**config.mk**
```make
export PLATFORM = sky130hd
export DESIGN_NAME = xbus_arbiter
export DESIGN_NICKNAME = d
export VERILOG_FILES = /design/src/rtl/xbus_arbiter.sv
export SDC_FILE = /design/constraint.sdc
export NUM_CORES = 1
export LEC_CHECK = 0
export ABC_AREA = 1
export CORE_MARGIN = 2
export CORE_UTILIZATION = 40
export CTS_BUF_LIST = sky130_fd_sc_hd__clkbuf_8 sky130_fd_sc_hd__clkbuf_16
export DETAILED_ROUTE_END_ITERATION = 10
export PLACE_DENSITY = 0.66
export SLEW_MARGIN = 10
export SYNTH_ARGS = -nofsm -noshare
export SYNTH_HDL_FRONTEND = slang
export SYNTH_SLANG_ARGS = --single-unit
```
**constraint.sdc**
```tcl
create_clock -name clk -period 8.5 [get_ports clk]
set_input_delay 1.7 -clock clk [delete_from_list [all_inputs] [get_ports clk]]
set_output_delay 1.7 -clock clk [all_outputs]
set_load 0.005 [all_outputs]
```
**src/rtl/xbus_arbiter.sv**
```systemverilog
// XBus rendezvous arbiter: pairs one blocked writer with one blocked reader (never itself),
// round-robin on both sides, moving one saturated word per transfer.

module xbus_rd_pick #(
  parameter int NUM_PORTS = 4,
  parameter int PTR_W     = 2,
  parameter int SELF      = 0
) (
  input  logic [NUM_PORTS-1:0] rd_req,
  input  logic [PTR_W-1:0]     rd_ptr,
  output logic                 hit,
  output logic [PTR_W-1:0]     sel
);
  logic [PTR_W:0]   sum;
  logic [PTR_W-1:0] idx;

  // First reader from rd_ptr onward that is not this writer.
  always_comb begin
    hit = 1'b0;
    sel = '0;
    sum = '0;
    idx = '0;
    for (int k = 0; k < NUM_PORTS; k++) begin
      sum = {1'b0, rd_ptr} + (PTR_W+1)'(k);
      if (sum >= (PTR_W+1)'(NUM_PORTS)) sum = sum - (PTR_W+1)'(NUM_PORTS);
      idx = sum[PTR_W-1:0];
      if (!hit && rd_req[idx] && (idx != PTR_W'(SELF))) begin
        hit = 1'b1;
        sel = idx;
      end
    end
  end
endmodule

module xbus_arbiter #(
  parameter int NUM_PORTS = 4,
  parameter int DATA_W    = 11,
  parameter int VAL_MAX   = 999
) (
  input  logic                          clk,
  input  logic                          rst,
  input  logic [NUM_PORTS-1:0]          wr_req,
  input  logic [NUM_PORTS*DATA_W-1:0]   wr_data,
  input  logic [NUM_PORTS-1:0]          rd_req,
  output logic [NUM_PORTS-1:0]          wr_ack,
  output logic [NUM_PORTS-1:0]          rd_ack,
  output logic [DATA_W-1:0]             rd_data,
  output logic                          busy,
  output logic [15:0]                   xfer_count
);
  localparam int PTR_W = (NUM_PORTS > 1) ? $clog2(NUM_PORTS) : 1;
  localparam logic signed [DATA_W-1:0] VMAX = DATA_W'(VAL_MAX);
  localparam logic signed [DATA_W-1:0] VMIN = -VMAX;

  typedef enum logic [1:0] {IDLE, MATCH, XFER, GAP} state_t;
  state_t state, state_nxt;

  logic [NUM_PORTS-1:0][DATA_W-1:0] wd;
  logic [NUM_PORTS-1:0]             rd_hit;
  logic [NUM_PORTS-1:0][PTR_W-1:0]  rd_sel;
  logic [PTR_W-1:0]                 wr_ptr, rd_ptr, w_sel, r_sel, m_w, m_r;
  logic [PTR_W:0]                   wsum;
  logic [PTR_W-1:0]                 widx;
  logic                             m_found;
  logic signed [DATA_W-1:0]         data_lat, data_clamp;

  assign wd = wr_data;

  // One reader search per candidate writer so self-pairing is excluded per writer.
  for (genvar i = 0; i < NUM_PORTS; i++) begin : g_pick
    xbus_rd_pick #(.NUM_PORTS(NUM_PORTS), .PTR_W(PTR_W), .SELF(i)) u_pick (
      .rd_req (rd_req),
      .rd_ptr (rd_ptr),
      .hit    (rd_hit[i]),
      .sel    (rd_sel[i])
    );
  end

  always_comb begin
    m_found = 1'b0;
    m_w     = '0;
    m_r     = '0;
    wsum    = '0;
    widx    = '0;
    for (int k = 0; k < NUM_PORTS; k++) begin
      wsum = {1'b0, wr_ptr} + (PTR_W+1)'(k);
      if (wsum >= (PTR_W+1)'(NUM_PORTS)) wsum = wsum - (PTR_W+1)'(NUM_PORTS);
      widx = wsum[PTR_W-1:0];
      if (!m_found && wr_req[widx] && rd_hit[widx]) begin
        m_found = 1'b1;
        m_w     = widx;
        m_r     = rd_sel[widx];
      end
    end
  end

  always_comb begin
    data_clamp = data_lat;
    if (data_lat > VMAX)      data_clamp = VMAX;
    else if (data_lat < VMIN) data_clamp = VMIN;
  end

  function automatic logic [PTR_W-1:0] ptr_inc(input logic [PTR_W-1:0] p);
    ptr_inc = (p == PTR_W'(NUM_PORTS-1)) ? '0 : p + PTR_W'(1);
  endfunction

  always_comb begin
    state_nxt = state;
    wr_ack    = '0;
    rd_ack    = '0;
    busy      = 1'b0;
    case (state)
      IDLE:  if (m_found) state_nxt = MATCH;
      MATCH: begin
        busy      = 1'b1;
        state_nxt = XFER;
      end
      XFER: begin
        busy          = 1'b1;
        wr_ack[w_sel] = 1'b1;
        rd_ack[r_sel] = 1'b1;
        state_nxt     = GAP;
      end
      default: state_nxt = IDLE;
    endcase
  end

  always_ff @(posedge clk or posedge rst) begin
    if (rst) begin
      state      <= IDLE;
      wr_ptr     <= '0;
      rd_ptr     <= '0;
      w_sel      <= '0;
      r_sel      <= '0;
      data_lat   <= '0;
      rd_data    <= '0;
      xfer_count <= '0;
    end else begin
      state <= state_nxt;
      case (state)
        IDLE: if (m_found) begin
          w_sel    <= m_w;
          r_sel    <= m_r;
          data_lat <= wd[m_w];
        end
        MATCH: rd_data <= data_clamp;
        XFER: begin
          wr_ptr     <= ptr_inc(w_sel);
          rd_ptr     <= ptr_inc(r_sel);
          xfer_count <= xfer_count + 16'd1;
        end
        default: ;
      endcase
    end
  end
endmodule

```
==> flow_summary_export.csv <==
group,metric,value,unit
status,status,"finished clean",
floorplanning,rows,36,
timing,worst_slack,4.24,ns
critical_path,critPathKind,"input pin to flip-flop",
drt,wl,10400,µm
critical_path,cp_max_fo,24,
global_route,grtUsageTotal,18.8,%
cells_and_area,areaGrowthSynthToFinish,25.8,%
placement,dp_slack,3.93,ns
floorplanning,dieArea,11100,µm²
synthesis,syn_area,4100,µm²
global_route,grt_max_degree,49,
critical_path,end_kind,"flip-flop",
clock_network,htreeDepth,2,
timing,rsz0062_at_grt,"false",
synthesis,synth_cell_types,43,
clock_network,clkTransAtPathRegs,0.09,ns
synthesis,synth-seq-cells,48,
synthesis,yosys-top-cells-area,"dfrtp_1 (29%), nand3_1 (14%), nand2_1 (13%), inv_1 (7.2%), ha_1 (6.4%)",
synthesis,syn_area_per_cell,6.84,µm²
drt,vias,4074,
power,powerDensity,457,nW/µm²
power,p_sw_share,56.0,%
timing,post-route-period-util,50.2,%
clock_network,cts_setup_buffers,0,
drt,route.detailed.drc,0,
drt,wl_per_cell,12.8,µm
cells_and_area,final_area,5160,µm²
timing,setup_viol_count_final,0,
clock_network,insertion_delay,0.30,ns
placement,dp_hpwl,8070,µm
power,cellInternalPower,0.00104,W
timing,finalSetupTns,0,ns
timing,hold_viol,0,
cells_and_area,final_cells,812,
cells_and_area,fin_util,52.3,%
synthesis,yosys_warnings,0,
clock_network,numCtsBuffers,5,
drt,drt-initial-drc-count,222,
clock_network,cts.hold.buffers_added,0,
floorplanning,fp.dieW,105,µm
floorplanning,start_util,41.6,%
clock_network,clock_path_buffers,2,
synthesis,seq_area_frac_synth,29.3,%
power,pwr-share-clk,6.8,%
cells_and_area,drive_gt1_share,8.54,%
synthesis,synth_cells,600,
global_route,grt_pass1_vias,3816,
timing,fmax,235,MHz
timing,fin_crit,4.26,ns
power,power_frac_seq,18.4,%
cells_and_area,final_nets,753,
timing,clock_skew,0.0116,ns
floorplanning,core-area,9860,µm²
timing,slew_viol_final,0,
critical_path,cp.arrival,4.45,ns
floorplanning,dieHeight,105,µm
clock_network,cts.sinks,48,
global_route,grt_pass1_wl,17800,µm
placement,placed_area,5050,µm²
placement,dp.cells,804,
drt,firstDrtPassIters,4,
global_route,grt_overflow,0,
critical_path,critPathTopFamily,"simple AND/OR/NAND/NOR gates",
power,pwr-share-comb,74.8,%
min_path,min_path_type,"flip-flop to flip-flop",
placement,port_buffers,89,
cells_and_area,diodes,0,
drt,antenna_left,0,
timing,tightest_slew,0.997,ns
clock_network,cts_root_buf,"clkbuf_8",
critical_path,worst-path-buf-inv,1,
critical_path,cp_cell_sequence,"clkdlybuf4s50_1, nand2_1, nand3_4, nand3_2, nand2_2, nor2_4, nand2_1, nand2_1, nand3_1, nand3_1, nand2_1, nand2_2, nand2_2, nand3_1, nand3_1, nand2_1, nand2_1, nand2_1",
power,p_leak,2.62,nW
synthesis,syn_nets,675,
timing,maxSlewHeadroom,33.4,%
floorplanning,ios,90,
critical_path,required,8.69,ns
synthesis,yosys.area.top_type_share,29.3,%
critical_path,critical_path.most_common_cell,"nand2_1",
clock_network,tritoncts,"built",
power,power_switching,0.00132,W
critical_path,worstSetupStartpointType,"input pin",
power,irDropWorstVdd,0.000198,V
critical_path,slowest_delay,0.49,ns
synthesis,synth_top_area_cell,"dfrtp_1",
critical_path,slowest_stage,"clkdlybuf4s50_1",
drt,avgViaCountPerCell,5.02,
global_route,antenna_found_initial,0,
flow_run,drv_cap,0,
clock_network,cts_resized,0,
placement,globalplace.congestion,0.925,
## metrics by stage
step	hold slack, ns	total power (W)
floorplan	0.470	0.00180
global placement	0.490	0.00215
detailed placement	0.479	0.00219
CTS	0.502	0.00236
global route	0.527	0.00264
finish	0.495	0.00236
## power groups by stage
stage               clock network, W  logic, W  registers [W]
global route                0.000177   0.00201       0.000450
floorplan                          0   0.00140       0.000394
detailed placement                 0   0.00175       0.000438
finish                      0.000161   0.00176       0.000435
global placement                   0   0.00171       0.000436
CTS                         0.000166   0.00176       0.000434
## path summary, 6_finish.rpt
path | startpoint | endpoint | slack, ns | depth (start not counted)
worst min register to register | rd_data[3]$_DFFE_PP0P_ | rd_data[3]$_DFFE_PP0P_ | 0.50 | 2
worst max register to register | rd_ptr[0]$_DFFE_PP0P_ | data_lat[3]$_DFFE_PP0P_ | 4.71 | 19
worst min-delay path | rd_data[3]$_DFFE_PP0P_ | rd_data[3]$_DFFE_PP0P_ | 0.50 | 2
worst max-delay path | rd_req[3] | data_lat[3]$_DFFE_PP0P_ | 4.24 | 18
min in group asynchronous | rst | xfer_count[15]$_DFFE_PP0P_ | 1.95 | 2
max in group asynchronous | rst | wr_ptr[0]$_DFFE_PP0P_ | 5.93 | 2
## worst reg2reg max path, stage by stage (launching register included)
cell and delay, ns:
dfrtp_1 0.74, inv_6 0.15, ha_1 0.44, inv_2 0.20
nand3_2 0.20, nand3_1 0.17, nand2_1 0.08, nor2_2 0.11
nand3_1 0.16, nand3_1 0.15, nand2_2 0.09, nand3_1 0.16
nand2_1 0.09, nand2_2 0.33, nand2_2 0.26, nand3_1 0.14
nand3_1 0.10, nand2_1 0.07, nand2_1 0.05, nand2_1 0.05
## flip-flops by register name (all words and copies together), names as in the netlist
register / cells
data_lat: 11
r_sel: 2
rd_data: 11
rd_ptr: 2
state: 2
w_sel: 2
wr_ptr: 2
xfer_count: 16
## routing by layer
layer / wire length, µm / GRT usage [%] / up-vias
met5: 0 / 0 / -
met4: 97 / 3.81 / 0
met3: 407 / 1.92 / 10
met2: 4750 / 30.4 / 117
met1: 5110 / 27.2 / 1836
li1: - / - / 2111
## cell usage in the layout, fill, tap and decap left out, types with 2 or more instances in the layout
cell             count
o211ai_1             2
o21ai_1              3
o22ai_1              4
inv_2                5
inv_4                2
nor3_1               4
clkinv_1             3
nand2_2             15
dfrtp_1             48
nor2_4               2
xor2_1               9
nand3_2              9
nand2_4              4
nand3_4              3
nor2_1              34
nand3_1            117
nand3b_1             3
nand2_1            139
ha_1                21
nand4_1             12
a21oi_1             21
xnor2_1              5
clkbuf_8             5
o21ai_0             22
nor2_2               4
inv_1               79
clkdlybuf4s50_1     89
## synth_stat cells (all sizes together)
cell type and count:
a21o 1, a21oi 23, a22o 1, a31oi 1, buf 11, clkbuf 7, clkinv 3, dfrtp 48
ha 21, inv 86, nand2 158, nand3 129, nand3b 4, nand4 13, nor2 40, nor3 5
o2111ai 1, o211ai 2, o21ai 25, o22ai 4, o311a 1, o41ai 1, or2 1, xnor2 5
xor2 9
## kinds of logic (layout without fill, tap and decap cells)
logic type	Yosys count	count (layout)	synth area share [%]
simple gates	350	350	42.0
buf+inv	107	186	11.0
compound gates	60	60	8.41
flops	48	48	29.3
fa+ha+maj	21	21	6.40
xor+xnor	14	14	2.99
## cell type report
cell class | count | area (µm²)
fill | 995 | 4700
clock inverter | 3 | 38.8
clock buffer | 5 | 68.8
sequential | 48 | 1200
timing repair buffer | 89 | 891
inverter | 89 | 344
multi-input combinational | 445 | 2450
tap | 133 | 166
No activity file was read; power rests on OpenSTA's default activity.
